--- src/rtl/ftoi_wb_buffer_pkg.sv ---
// rtl/ftoi_wb_buffer_pkg.sv - shared types for the ftoi writeback buffer
package fpu_wb_pkg;

  localparam int TAG_W = 5;

  typedef struct packed {
    logic [TAG_W-1:0] rd;
    logic [31:0]      data;
  } wb_entry_t;

  typedef struct packed {
    logic             v;
    logic [TAG_W-1:0] rd;
  } tag_stage_t;

endpackage

--- src/rtl/ftoi_wb_buffer_if.sv ---
// rtl/ftoi_wb_buffer_if.sv - integer writeback valid/ready bus
interface ftoi_wb_buffer_if import fpu_wb_pkg::*; ();

  logic             wb_valid;
  logic [TAG_W-1:0] wb_rd;
  logic [31:0]      wb_data;
  logic             wb_ready;

  modport master (output wb_valid, wb_rd, wb_data, input wb_ready);
  modport slave  (input wb_valid, wb_rd, wb_data, output wb_ready);

endinterface

--- src/rtl/ftoi_wb_buffer_fifo.sv ---
// rtl/ftoi_wb_buffer_fifo.sv - result queue with registered storage and clear
module wb_fifo import fpu_wb_pkg::*; #(
  parameter int  DEPTH   = 4,
  parameter type entry_t = wb_entry_t
) (
  input  logic   clk,
  input  logic   rstn,
  input  logic   clear,
  input  logic   push,
  input  logic   pop,
  input  entry_t din,
  output entry_t head,
  output logic   full,
  output logic   empty
);

  localparam int PTR_W = $clog2(DEPTH);
  localparam logic [PTR_W-1:0] PTR_ONE = 1;
  localparam logic [PTR_W:0]   CNT_ONE = 1;
  localparam logic [PTR_W:0]   CNT_MAX = DEPTH;

  entry_t           mem [DEPTH];
  logic [PTR_W-1:0] wr_ptr;
  logic [PTR_W-1:0] rd_ptr;
  logic [PTR_W:0]   count;

  assign head  = mem[rd_ptr];
  assign full  = (count == CNT_MAX);
  assign empty = (count == '0);

  // Storage is reset so the head reads zero out of reset.
  always_ff @(posedge clk or negedge rstn) begin
    if (!rstn) begin
      wr_ptr <= '0;
      rd_ptr <= '0;
      count  <= '0;
      for (int i = 0; i < DEPTH; i++) mem[i] <= '0;
    end else if (clear) begin
      wr_ptr <= '0;
      rd_ptr <= '0;
      count  <= '0;
    end else begin
      if (push) begin
        mem[wr_ptr] <= din;
        wr_ptr      <= wr_ptr + PTR_ONE;
      end
      if (pop) rd_ptr <= rd_ptr + PTR_ONE;
      case ({push, pop})
        2'b10:   count <= count + CNT_ONE;
        2'b01:   count <= count - CNT_ONE;
        default: count <= count;
      endcase
    end
  end

endmodule

--- src/rtl/ftoi_wb_buffer.sv ---
// rtl/ftoi_wb_buffer.sv - tags ftoi results, queues them and meters issue credits
module ftoi_wb_buffer import fpu_wb_pkg::*; #(
  parameter int LATENCY = 2,
  parameter int DEPTH   = 4
) (
  input  logic             clk,
  input  logic             rstn,
  input  logic             issue_valid,
  input  logic [TAG_W-1:0] issue_rd,
  output logic             issue_ready,
  input  logic             ftoi_valid,
  input  logic [31:0]      ftoi_y,
  input  logic             flush,
  ftoi_wb_buffer_if.master wb,
  output logic             err_align,
  output logic             err_ovf
);

  localparam int OUT_W = $clog2(DEPTH + 1);
  localparam int SH_W  = $clog2(LATENCY + 1);
  localparam logic [OUT_W-1:0] OUT_ONE = 1;
  localparam logic [OUT_W-1:0] OUT_MAX = DEPTH;
  localparam logic [SH_W-1:0]  SH_ONE  = 1;
  localparam logic [SH_W-1:0]  SH_LAT  = LATENCY;

  tag_stage_t       pipe [LATENCY];
  tag_stage_t       arrive;
  wb_entry_t        din;
  wb_entry_t        head;
  logic [OUT_W-1:0] outstanding;
  logic [SH_W-1:0]  shadow;
  logic             full;
  logic             empty;
  logic             push;
  logic             pop;
  logic             drop;

  assign arrive      = pipe[LATENCY-1];
  assign din         = '{rd: arrive.rd, data: ftoi_y};
  assign issue_ready = (outstanding < OUT_MAX);
  assign pop         = !empty && wb.wb_ready && !flush;
  assign push        = arrive.v && ftoi_valid && !flush && (!full || pop);
  assign drop        = arrive.v && ftoi_valid && full && !pop;

  assign wb.wb_valid = !empty;
  assign wb.wb_rd    = head.rd;
  assign wb.wb_data  = head.data;

  always_ff @(posedge clk or negedge rstn) begin
    if (!rstn) begin
      for (int i = 0; i < LATENCY; i++) pipe[i] <= '0;
    end else if (flush) begin
      for (int i = 0; i < LATENCY; i++) pipe[i] <= '0;
    end else begin
      pipe[0] <= '{v: issue_valid, rd: issue_rd};
      for (int i = 1; i < LATENCY; i++) pipe[i] <= pipe[i-1];
    end
  end

  // The shadow covers ftoi_valid pulses from conversions issued before a flush.
  always_ff @(posedge clk or negedge rstn) begin
    if (!rstn) begin
      outstanding <= '0;
      shadow      <= '0;
      err_align   <= 1'b0;
      err_ovf     <= 1'b0;
    end else if (flush) begin
      outstanding <= '0;
      shadow      <= SH_LAT;
    end else begin
      if (shadow != '0) shadow <= shadow - SH_ONE;
      if (issue_valid && !pop) begin
        if (outstanding != OUT_MAX) outstanding <= outstanding + OUT_ONE;
      end else if (!issue_valid && pop) begin
        outstanding <= outstanding - OUT_ONE;
      end
      if ((arrive.v ^ ftoi_valid) && (shadow == '0)) err_align <= 1'b1;
      if ((issue_valid && !issue_ready) || drop) err_ovf <= 1'b1;
    end
  end

  wb_fifo #(
    .DEPTH   (DEPTH),
    .entry_t (wb_entry_t)
  ) u_fifo (
    .clk   (clk),
    .rstn  (rstn),
    .clear (flush),
    .push  (push),
    .pop   (pop),
    .din   (din),
    .head  (head),
    .full  (full),
    .empty (empty)
  );

endmodule

--- src/flat_wrapper.sv ---
// flat-port wrapper written by rule: the top's interface ports become plain ports
module ftoi_wb_buffer_flat import fpu_wb_pkg::*;
#(
  parameter int LATENCY = 2,
  parameter int DEPTH   = 4
)
  (clk, rstn, issue_valid, issue_rd, issue_ready, ftoi_valid, ftoi_y, flush, err_align, err_ovf, wb_wb_valid, wb_wb_rd, wb_wb_data, wb_wb_ready);
  ftoi_wb_buffer_if wb_i ();
  input  logic clk;
  input  logic rstn;
  input  logic issue_valid;
  input  logic [TAG_W-1:0] issue_rd;
  output logic issue_ready;
  input  logic ftoi_valid;
  input  logic [31:0] ftoi_y;
  input  logic flush;
  output logic err_align;
  output logic err_ovf;
  output wire logic [$bits(wb_i.wb_valid)-1:0] wb_wb_valid;
  output wire logic [$bits(wb_i.wb_rd)-1:0] wb_wb_rd;
  output wire logic [$bits(wb_i.wb_data)-1:0] wb_wb_data;
  input wire logic [$bits(wb_i.wb_ready)-1:0] wb_wb_ready;
  assign wb_wb_valid = wb_i.wb_valid;
  assign wb_wb_rd = wb_i.wb_rd;
  assign wb_wb_data = wb_i.wb_data;
  assign wb_i.wb_ready = wb_wb_ready;
  ftoi_wb_buffer #(.LATENCY(LATENCY), .DEPTH(DEPTH)) u_core (.clk(clk), .rstn(rstn), .issue_valid(issue_valid), .issue_rd(issue_rd), .issue_ready(issue_ready), .ftoi_valid(ftoi_valid), .ftoi_y(ftoi_y), .flush(flush), .wb(wb_i), .err_align(err_align), .err_ovf(err_ovf));
endmodule
--- config.mk ---
export PLATFORM = sky130hd
export DESIGN_NAME = ftoi_wb_buffer_flat
export DESIGN_NICKNAME = d
export VERILOG_FILES = /design/src/rtl/ftoi_wb_buffer_pkg.sv /design/src/rtl/ftoi_wb_buffer_if.sv /design/src/rtl/ftoi_wb_buffer_fifo.sv /design/src/rtl/ftoi_wb_buffer.sv /design/src/flat_wrapper.sv
export SDC_FILE = /design/constraint.sdc
export NUM_CORES = 1
export LEC_CHECK = 0
export ABC_AREA = 0
export CAP_MARGIN = 20
export CORE_ASPECT_RATIO = 2
export CORE_MARGIN = 1
export CORE_UTILIZATION = 51
export CTS_CLUSTER_DIAMETER = 80
export DETAILED_ROUTE_END_ITERATION = 6
export PLACE_DENSITY_LB_ADDON = 0.08
export SYNTH_ARGS = -nofsm -noshare
export SYNTH_HDL_FRONTEND = slang
export SYNTH_SLANG_ARGS = --single-unit
--- constraint.sdc ---
create_clock -name clk -period 2.14 [get_ports clk]
set_clock_uncertainty 0.15 [all_clocks]
set_input_delay 0.428 -clock clk [delete_from_list [all_inputs] [get_ports clk]]
set_output_delay 0.428 -clock clk [all_outputs]
set_load 0.1 [all_outputs]
==> results summary, run 1 <==
The number of nets in the finished design is 657. Across all register-to-register paths, the minimum setup slack is 30 ps. The standard cell core area is around 15000 µm². The number of instances in the synthesized netlist came out at between 400 and 500. The number of sinks handled by clock tree synthesis came out at 174. The routed wire length is ~17000 µm. The number of rows created at floorplan came out at 63. The worst hold path begins at u_core.pipe[7]. STA classifies the critical path startpoint as a flip-flop. The flip-flop and latch count after synthesis came out at ~170.

At the end of routability-driven placement, the weighted congestion stood at roughly 0.8. The static leakage came out at around 5 nW. After detailed routing, the number of vias per cell comes to approximately 5.6.

Once the floorplan was initialized, standard cells occupied a little over half of the core. The final setup violation count is 37. The number of distinct library cells after synthesis is 41. The largest net degree at the start of global routing is just under 60. In the synthesized netlist the dominant register cell turns out to be sky130_fd_sc_hd__dfrtp_1.

Traced cell by cell, the critical path runs through buf_4, buf_12, mux4_2, buf_12. The clock-pin slew on the worst setup and hold paths came out at 70 ps. The routed wirelength normalized by instance count is 20.6 µm. Data arrives at the worst endpoint at 1850 ps.

The worst slack after detailed placement came out at -419 ps. The via count of the first global-routing pass came out at 5119. The final max-slew violation count came out at 0.

The total net switching power is 3.74 mW. The clock share of power came out at 30.3%. The slowest stage cell on the critical path is sky130_fd_sc_hd__mux4_2.

The half-perimeter wire length after placement came out at 10600 µm. By instance count, the leading cell after synthesis is sky130_fd_sc_hd__dfrtp_1. The total via count in the routed design came out at approximately 4500. In the post-synthesis netlist, the biggest area contributors are sky130_fd_sc_hd__dfrtp_1 56%, sky130_fd_sc_hd__mux2_2 19%, sky130_fd_sc_hd__mux4_2 11%. The sequential cell fraction of total power is around a third. Among cell families on the critical path, the largest total delay comes from multiplexers. The global-route congestion overflow total came out at 0. The total of warnings raised by yosys is 0. The post-route worst setup slack is -289 ps. The number of remaining DRC errors is 0.

The first-pass iteration count of the detailed router is 4. Counting every net in the synthesized netlist gives between 500 and 600. Measured along the x axis, the die boundary spans 89.3 µm. The final reports fail on setup timing. The mapped netlist covers 7770 µm². The final-report hold violation count was 0. The post-detailed-route count of antenna-violating nets is 0. The sequential-to-total area share from yosys stat is ~56%.

The number of violations of the max-capacitance limit is 0. The internal power contribution is approximately 6.8 mW. VDD sags by at most about 0.7 mV. After synthesis, the most frequently instantiated cells are 174 x sky130_fd_sc_hd__dfrtp_1, 128 x sky130_fd_sc_hd__mux2_2, 37 x sky130_fd_sc_hd__mux4_2, 20 x sky130_fd_sc_hd__mux2_4, 13 x sky130_fd_sc_hd__nor2_1.

Of the total power, combinational logic draws between 30% and 40%. The most frequent cell on the critical path is sky130_fd_sc_hd__buf_12. The wire length of the first global-routing pass is about 26000 µm. Final hold analysis gives a worst-case slack of ~320 ps.

By startpoint and endpoint, the worst setup path is classified as flip-flop to output port. The number of antenna violations at the first check in global routing came out at 0. The worst hold path cell count came out at 1. The proportion of synthesized flip-flops having asynchronous set or reset came out at 100%. The number of buffer and inverter stages on the critical path came out at 3. STA classifies the critical path endpoint as an output port.

The height of the die came out at 177 µm. The sum of negative setup slack is -9570 ps. The largest incremental delay on the critical path came out at between 500 and 600 ps. The total power density per cell area is between 1000 and 1500 nW/µm². The worst hold path endpoint is u_core.arrive[1]. The highest clock frequency the design can meet is about 410 MHz. The number of port buffers is 83. The maximum clock insertion buffer count came out at 2.

The cell taking the most area after synthesis is sky130_fd_sc_hd__dfrtp_1. In this run the mean area of a mapped cell was ~16 µm². The run finished, with violations left. Dividing the final minimum period by the clock period gives 114%. The worst register-to-register path ends at u_core.u_fifo.mem[105].

The total CTS buffers is 17. Of the cells placed in the final design, the portion with a size suffix greater than 1 is approximately 53%. After layout, the minimum clock period comes to around 2400 ps.

After the first detailed-routing iteration, the DRC count stood at ~220. TritonCTS built the clock tree. STA puts the critical path data required time at ~1600 ps.

The clock insertion delay at the later pin of the skew report is 420 ps. 0 antenna diodes ended up in the layout. Clock tree synthesis selected as its root buffer the cell sky130_fd_sc_hd__clkbuf_16.

The area of the die came out at about 16000 µm². The worst min-delay path category is flip-flop to flip-flop. The number of primary I/O pins came out at between 80 and 90. The H-tree was split into 4 levels.

Setup repair after global routing could not meet its margin everywhere. The worst slew margin relative to its limit came out at 62.0%. The switching power share of the total came out at around 36%. In this run the critical register-to-register path is launched from u_core.u_fifo.count[0]. The transition time of the tightest slew-check pin is 569 ps. Counting flops with a built-in enable in the synthesized netlist gives 0.

The worst reg-to-reg path cell count is 8. Total power for the finished layout comes to about 11 mW. The largest fanout of any net on the critical path came out at 9. The share of synthesized area in the top cell type comes to 56.1%.

The area growth from synthesis to layout is 35.2%. The total global routing track utilization is roughly 23%.
==> logic make-up (layout without fill, tap and decap cells) <==
logic type | Yosys count | count (layout) | share of synthesized area, %
simple gates | 49 | 49 | 3.90
buf+inv | 34 | 177 | 2.88
fa+ha+maj | 8 | 8 | 1.48
mux | 186 | 186 | 33.3
compound gates | 20 | 20 | 1.84
xor+xnor | 5 | 5 | 0.564
flops | 174 | 174 | 56.1
==> power groups by stage <==
stage | Sequential (mW) | Combinational [mW] | Clock, mW
final | 3.69 | 3.63 | 3.19
after global placement | 3.73 | 3.53 | 0
after global routing | 3.72 | 3.77 | 3.40
after detailed placement | 3.75 | 3.58 | 0
after floorplan | 3.83 | 2.16 | 0
after CTS | 3.69 | 3.62 | 3.26
==> cell type report <==
class                   instances  area, µm²
clock buffers                  18        439
clock inverters                14        180
fillers                      1036       4320
inverters                       8       30.0
multi-input cells             268       3300
flip-flops and latches        174       4360
well taps                     195        244
repair buffers                137       1950
==> state kept, by name (all words and copies together) (netlist names) <==
name and flops:
u_core.u_fifo.mem 148, u_core.arrive 6, u_core.pipe 6, u_core.outstanding 3
u_core.u_fifo.count 3, u_core.shadow 2, u_core.u_fifo.rd_ptr 2, u_core.u_fifo.wr_ptr 2
u_core.err_align 1, u_core.err_ovf 1
==> per-layer routing <==
| layer | share of wire, % | vias to the layer above | track usage [%] |
|---|---|---|---|
| li1 | - | 2007 | - |
| met1 | 38 | 2430 | 25.7 |
| met2 | 57 | 81 | 40.8 |
| met3 | 2.6 | 21 | 4.82 |
| met4 | 1.7 | 0 | 7.87 |
| met5 | 0 | - | 0 |
==> worst reg2reg max path: stages (launching register included) <==
cell and delay (ps):
sky130_fd_sc_hd__dfrtp_2 430, sky130_fd_sc_hd__buf_6 140, sky130_fd_sc_hd__nor4b_2 230, sky130_fd_sc_hd__buf_4 180, sky130_fd_sc_hd__nor3b_4 50, sky130_fd_sc_hd__buf_12 160
sky130_fd_sc_hd__nand2_8 120, sky130_fd_sc_hd__clkbuf_16 190, sky130_fd_sc_hd__mux2_2 340
==> per-stage QoR <==
stage | utilization [%] | std cells | cell area, µm²
6_report | 70.9 | 814 | 10500
5_1_grt | 70.9 | 814 | 10500
4_1_cts | 69.3 | 806 | 10300
3_5_place_dp | 64.4 | 766 | 9540
3_3_place_gp | 64.4 | 766 | 9540
2_1_floorplan | - | 476 | 7790
==> worst max-delay path by stage <==
stage	start	end	slack, ps	depth (start not counted)
after floorplan	u_core.u_fifo.rd_ptr[0]	wb_wb_data[28]	9	3
after global placement	wb_wb_ready	u_core.outstanding[2]	-350	9
after detailed placement	wb_wb_ready	u_core.outstanding[2]	-420	9
after CTS	u_core.u_fifo.rd_ptr[0]	wb_wb_data[27]	-320	3
after global routing	u_core.u_fifo.rd_ptr[0]	wb_wb_data[27]	-350	3
final	u_core.u_fifo.rd_ptr[0]	wb_wb_data[0]	-290	4
==> timing repair <==
action,4_1_cts,5_1_grt
setup buffers,6,3
resized for setup,9,20
endpoints found under the hold margin,52,0
cloned,1,6
hold buffers,1,0
setup endpoints to repair,38,121
pin swaps,1,5
==> placed cells by master (no fill, tap or decap), types with 4 or more instances in the layout <==
cell,synthesis,routed
sky130_fd_sc_hd__a21oi_1,4,4
sky130_fd_sc_hd__buf_12,0,56
sky130_fd_sc_hd__buf_4,0,26
sky130_fd_sc_hd__buf_6,12,8
sky130_fd_sc_hd__clkbuf_16,0,22
sky130_fd_sc_hd__clkdlybuf4s50_1,0,41
sky130_fd_sc_hd__dfrtp_1,174,170
sky130_fd_sc_hd__dfrtp_2,0,4
sky130_fd_sc_hd__ha_1,6,6
sky130_fd_sc_hd__inv_1,8,8
sky130_fd_sc_hd__mux2_2,128,125
sky130_fd_sc_hd__mux2_4,20,23
sky130_fd_sc_hd__mux4_2,37,37
sky130_fd_sc_hd__nand2_1,4,4
sky130_fd_sc_hd__nand2_8,0,4
sky130_fd_sc_hd__nor2_1,13,12
sky130_fd_sc_hd__nor2b_1,12,12
sky130_fd_sc_hd__nor3_1,6,5
No activity file was read; power rests on OpenSTA's default activity.
==> inputs of run 2 (changes only) <==
--- a/config.mk
+++ b/config.mk
@@ -8,11 +8,12 @@
 export ABC_AREA = 0
 export CAP_MARGIN = 20
 export CORE_ASPECT_RATIO = 2
-export CORE_MARGIN = 1
+export CORE_MARGIN = 5
 export CORE_UTILIZATION = 51
 export CTS_CLUSTER_DIAMETER = 80
 export DETAILED_ROUTE_END_ITERATION = 6
 export PLACE_DENSITY_LB_ADDON = 0.08
+export SKIP_CTS_REPAIR_TIMING = 1
 export SYNTH_ARGS = -nofsm -noshare
 export SYNTH_HDL_FRONTEND = slang
 export SYNTH_SLANG_ARGS = --single-unit
==> run 2 against run 1 <==
Against the previous run:
- the run still ends with setup timing left
- flip-flop and latch count is the same
- critical path depth is the same
- sequential share of layout area grew 0.53 points
- core utilization shrank 2.4 points
- register-to-register slack gained 90 ps
- maximum frequency shrank 0.49%
- first-iteration DRC count shrank 41%
- non-clock buffer count shrank 5
- combinational power is essentially flat
- count of clock-buffer cells in the layout shrank 1
- worst setup slack lost 12 ps
- via count shrank 2.9%
- largest power group unchanged
- highest routed layer unchanged
==> results summary, run 2 (synthesis gave the netlist of run 1 again) <==
The flow ran to the end, but the final reports show violations. The checks that failed: setup timing. The maximum ir drop on the vdd rail is a little over 0.7 mV. The initial DRC count is between 100 and 150.

The clock insertion delay at the later pin of the skew report came out at approximately 420 ps. The analysis attributes to cell leakage a power of about 5 nW. The die boundary width came out at ~100 µm. The area of the die came out at around 18000 µm².

The worst min-delay path category is flip-flop to flip-flop. The number of primary I/O pins came out at between 80 and 90. Based on the critical path, the design can be clocked at up to about 410 MHz. u_core.u_fifo.mem holds more flip-flops than any other register. The half-perimeter wire length after placement is ~10000 µm. For this run, the post-layout net count is approximately 650. No sink is reached through more buffers than the 2 on the longest clock path. The worst slew margin relative to its limit is between 60 and 70%. The sequential cells in the finished layout cover a total of approximately 4400 µm². The area of all placed cells without fillers came out at approximately 10000 µm². The largest fanout of any net on the critical path came out at 8. After layout, the minimum clock period comes to roughly 2400 ps. Global routing finished with a remaining overflow of 0. The final setup violation count came out at 38. The area growth from synthesis to layout is 33.5%. In the final routed layout, each cell accounts on average for between 15 and 20 µm.

The vias per cell is 5.43. The instance area at placement is about 9500 µm². The first global-routing pass estimated about 25000 µm of wire. The most common cell after layout, fill and taps aside is sky130_fd_sc_hd__dfrtp_1. The initial utilization of the core area, before any placement, comes to approximately half. The number of placed instances, taps included, is 769. The tree is rooted in a sky130_fd_sc_hd__clkbuf_16. Setup repair after global routing could not meet its margin everywhere. The final max-slew violation count came out at 0. The number of flip-flops under the largest register name is ~150. The floorplan has 64 rows.

The classification of the worst setup path is flip-flop to output port. The post-route worst hold slack came out at 320 ps. TritonCTS built the clock tree. In the layout the commonest cells are 170 x sky130_fd_sc_hd__dfrtp_1, 128 x sky130_fd_sc_hd__mux2_2, 54 x sky130_fd_sc_hd__buf_12. The number of antenna violations at the first check in global routing is 0. The final-report hold violation count was 0.

The clock-pin slew on the worst setup and hold paths is approximately 70 ps. The total via count in the routed design is between 4000 and 5000. Entering global routing, the biggest net connects 56 pins.

The total global routing track utilization came out at about 18%. STA classifies the critical path startpoint as a flip-flop. The arrival time reported for the critical path endpoint is approximately 1900 ps. The element type at the critical path end is an output port. For this design, the sink count on the clock tree is approximately 170.

For this design the ratio of total power to cell area is between 1000 and 1500 nW/µm². The worst slack after detailed placement came out at -409 ps. The standard cell core area came out at around 15000 µm². After layout, the worst setup slack is -302 ps. The fill cell total of the finished layout is 1017. The height of the die came out at 185 µm. The number of port buffers came out at 83. The transition time of the tightest slew-check pin is 542 ps. The number of remaining DRC errors came out at 0.

The via count of the first global-routing pass came out at ~5000. The total CTS buffers came out at 17. The number of violations of the max-capacitance limit came out at 0.

The final non-filler cell total is between 800 and 900. Routability-driven placement finished with a final weighted congestion of between 0.7 and 0.8. The post-detailed-route count of antenna-violating nets is 0. After layout, the worst path uses 114% of the clock period.

In the final layout, the multi-input gates occupy 3230 µm². Cells with a size suffix above 1 make up between 50% and 60% of the layout. For the worst setup path, the data required time is approximately 1600 ps.

The H-tree generated during clock tree synthesis spans 4 levels. Cells fill 68.5% of the core in the end. The diode insertion count for antenna repair came out at 0. The first-pass iteration count of the detailed router is 4. The final layout contains routed wiring with a total length of approximately 16000 µm.
-- run 2: changes by cell type in the layout (fill, tap and decap cells not counted), moves of 2 or more --
cell	previous run	this run
sky130_fd_sc_hd__mux2_4	23	20
sky130_fd_sc_hd__mux2_2	125	128
sky130_fd_sc_hd__inv_8	2	0
sky130_fd_sc_hd__buf_6	8	5
sky130_fd_sc_hd__dlymetal6s2s_1	0	2
sky130_fd_sc_hd__clkinv_4	3	1
sky130_fd_sc_hd__nand2_4	0	4
sky130_fd_sc_hd__clkdlybuf4s50_1	41	39
sky130_fd_sc_hd__inv_6	3	5
sky130_fd_sc_hd__bufinv_16	2	4
sky130_fd_sc_hd__nand2_8	4	0
sky130_fd_sc_hd__clkinvlp_4	1	4
sky130_fd_sc_hd__clkinv_8	2	0
sky130_fd_sc_hd__buf_12	56	54
-- run 2: final cells by class --
type | count | share of cell area, %
clock inverter | 15 | 2.00
tap | 198 | 2.39
sequential | 174 | 42.0
inverter | 8 | 0.290
multi-input combinational | 268 | 31.2
timing repair buffer | 132 | 18.0
clock buffer | 17 | 4.10
-- run 2: report_power, final --
| part | leakage (nW) | switching (mW) | internal (mW) |
|---|---|---|---|
| clock | 0.297 | 1.31 | 1.97 |
| sequential | 2.34 | 0.141 | 3.55 |
| combinational | 2.28 | 2.20 | 1.43 |
| total | 4.92 | 3.65 | 6.95 |
-- run 2: worst paths after layout --
kind	slack (ps)	start	depth (start not counted)	endpoint
max	-300	u_core.u_fifo.rd_ptr[0]	4	wb_wb_data[19]
min	320	u_core.pipe[6]	1	u_core.arrive[0]
max reg2reg	120	u_core.u_fifo.count[2]	7	u_core.u_fifo.count[2]
min reg2reg	320	u_core.pipe[6]	1	u_core.arrive[0]
max in group asynchronous	820	rstn	3	u_core.arrive[3]
min in group asynchronous	410	rstn	2	u_core.u_fifo.mem[92]
-- run 2: per-layer routing --
| layer | global-route usage [%] | vias to the layer above | wire (µm) | part of all wire [%] |
|---|---|---|---|---|
| met2 | 30.5 | 67 | 8450 | 54 |
| met4 | 6.10 | 0 | 153 | 0.98 |
| met3 | 3.98 | 10 | 434 | 2.8 |
| li1 | - | 2003 | - | - |
| met5 | 0 | - | 0 | 0 |
| met1 | 22.5 | 2328 | 6560 | 42 |
-- run 2: critical path: stages, from the launching register on --
cell                        delay, ps
sky130_fd_sc_hd__dfrtp_2          380
sky130_fd_sc_hd__buf_12           160
sky130_fd_sc_hd__clkbuf_16        170
sky130_fd_sc_hd__mux4_2           550
sky130_fd_sc_hd__buf_12           190
-- run 2: stage by stage --
| step | TNS (ps) | power (mW) |
|---|---|---|
| 2_1_floorplan | 0 | 5.99 |
| 3_3_place_gp | -54100 | 7.28 |
| 3_5_place_dp | -58210 | 7.31 |
| 4_1_cts | -10720 | 10.6 |
| 5_1_grt | -12330 | 11.0 |
| 6_report | -10210 | 10.6 |
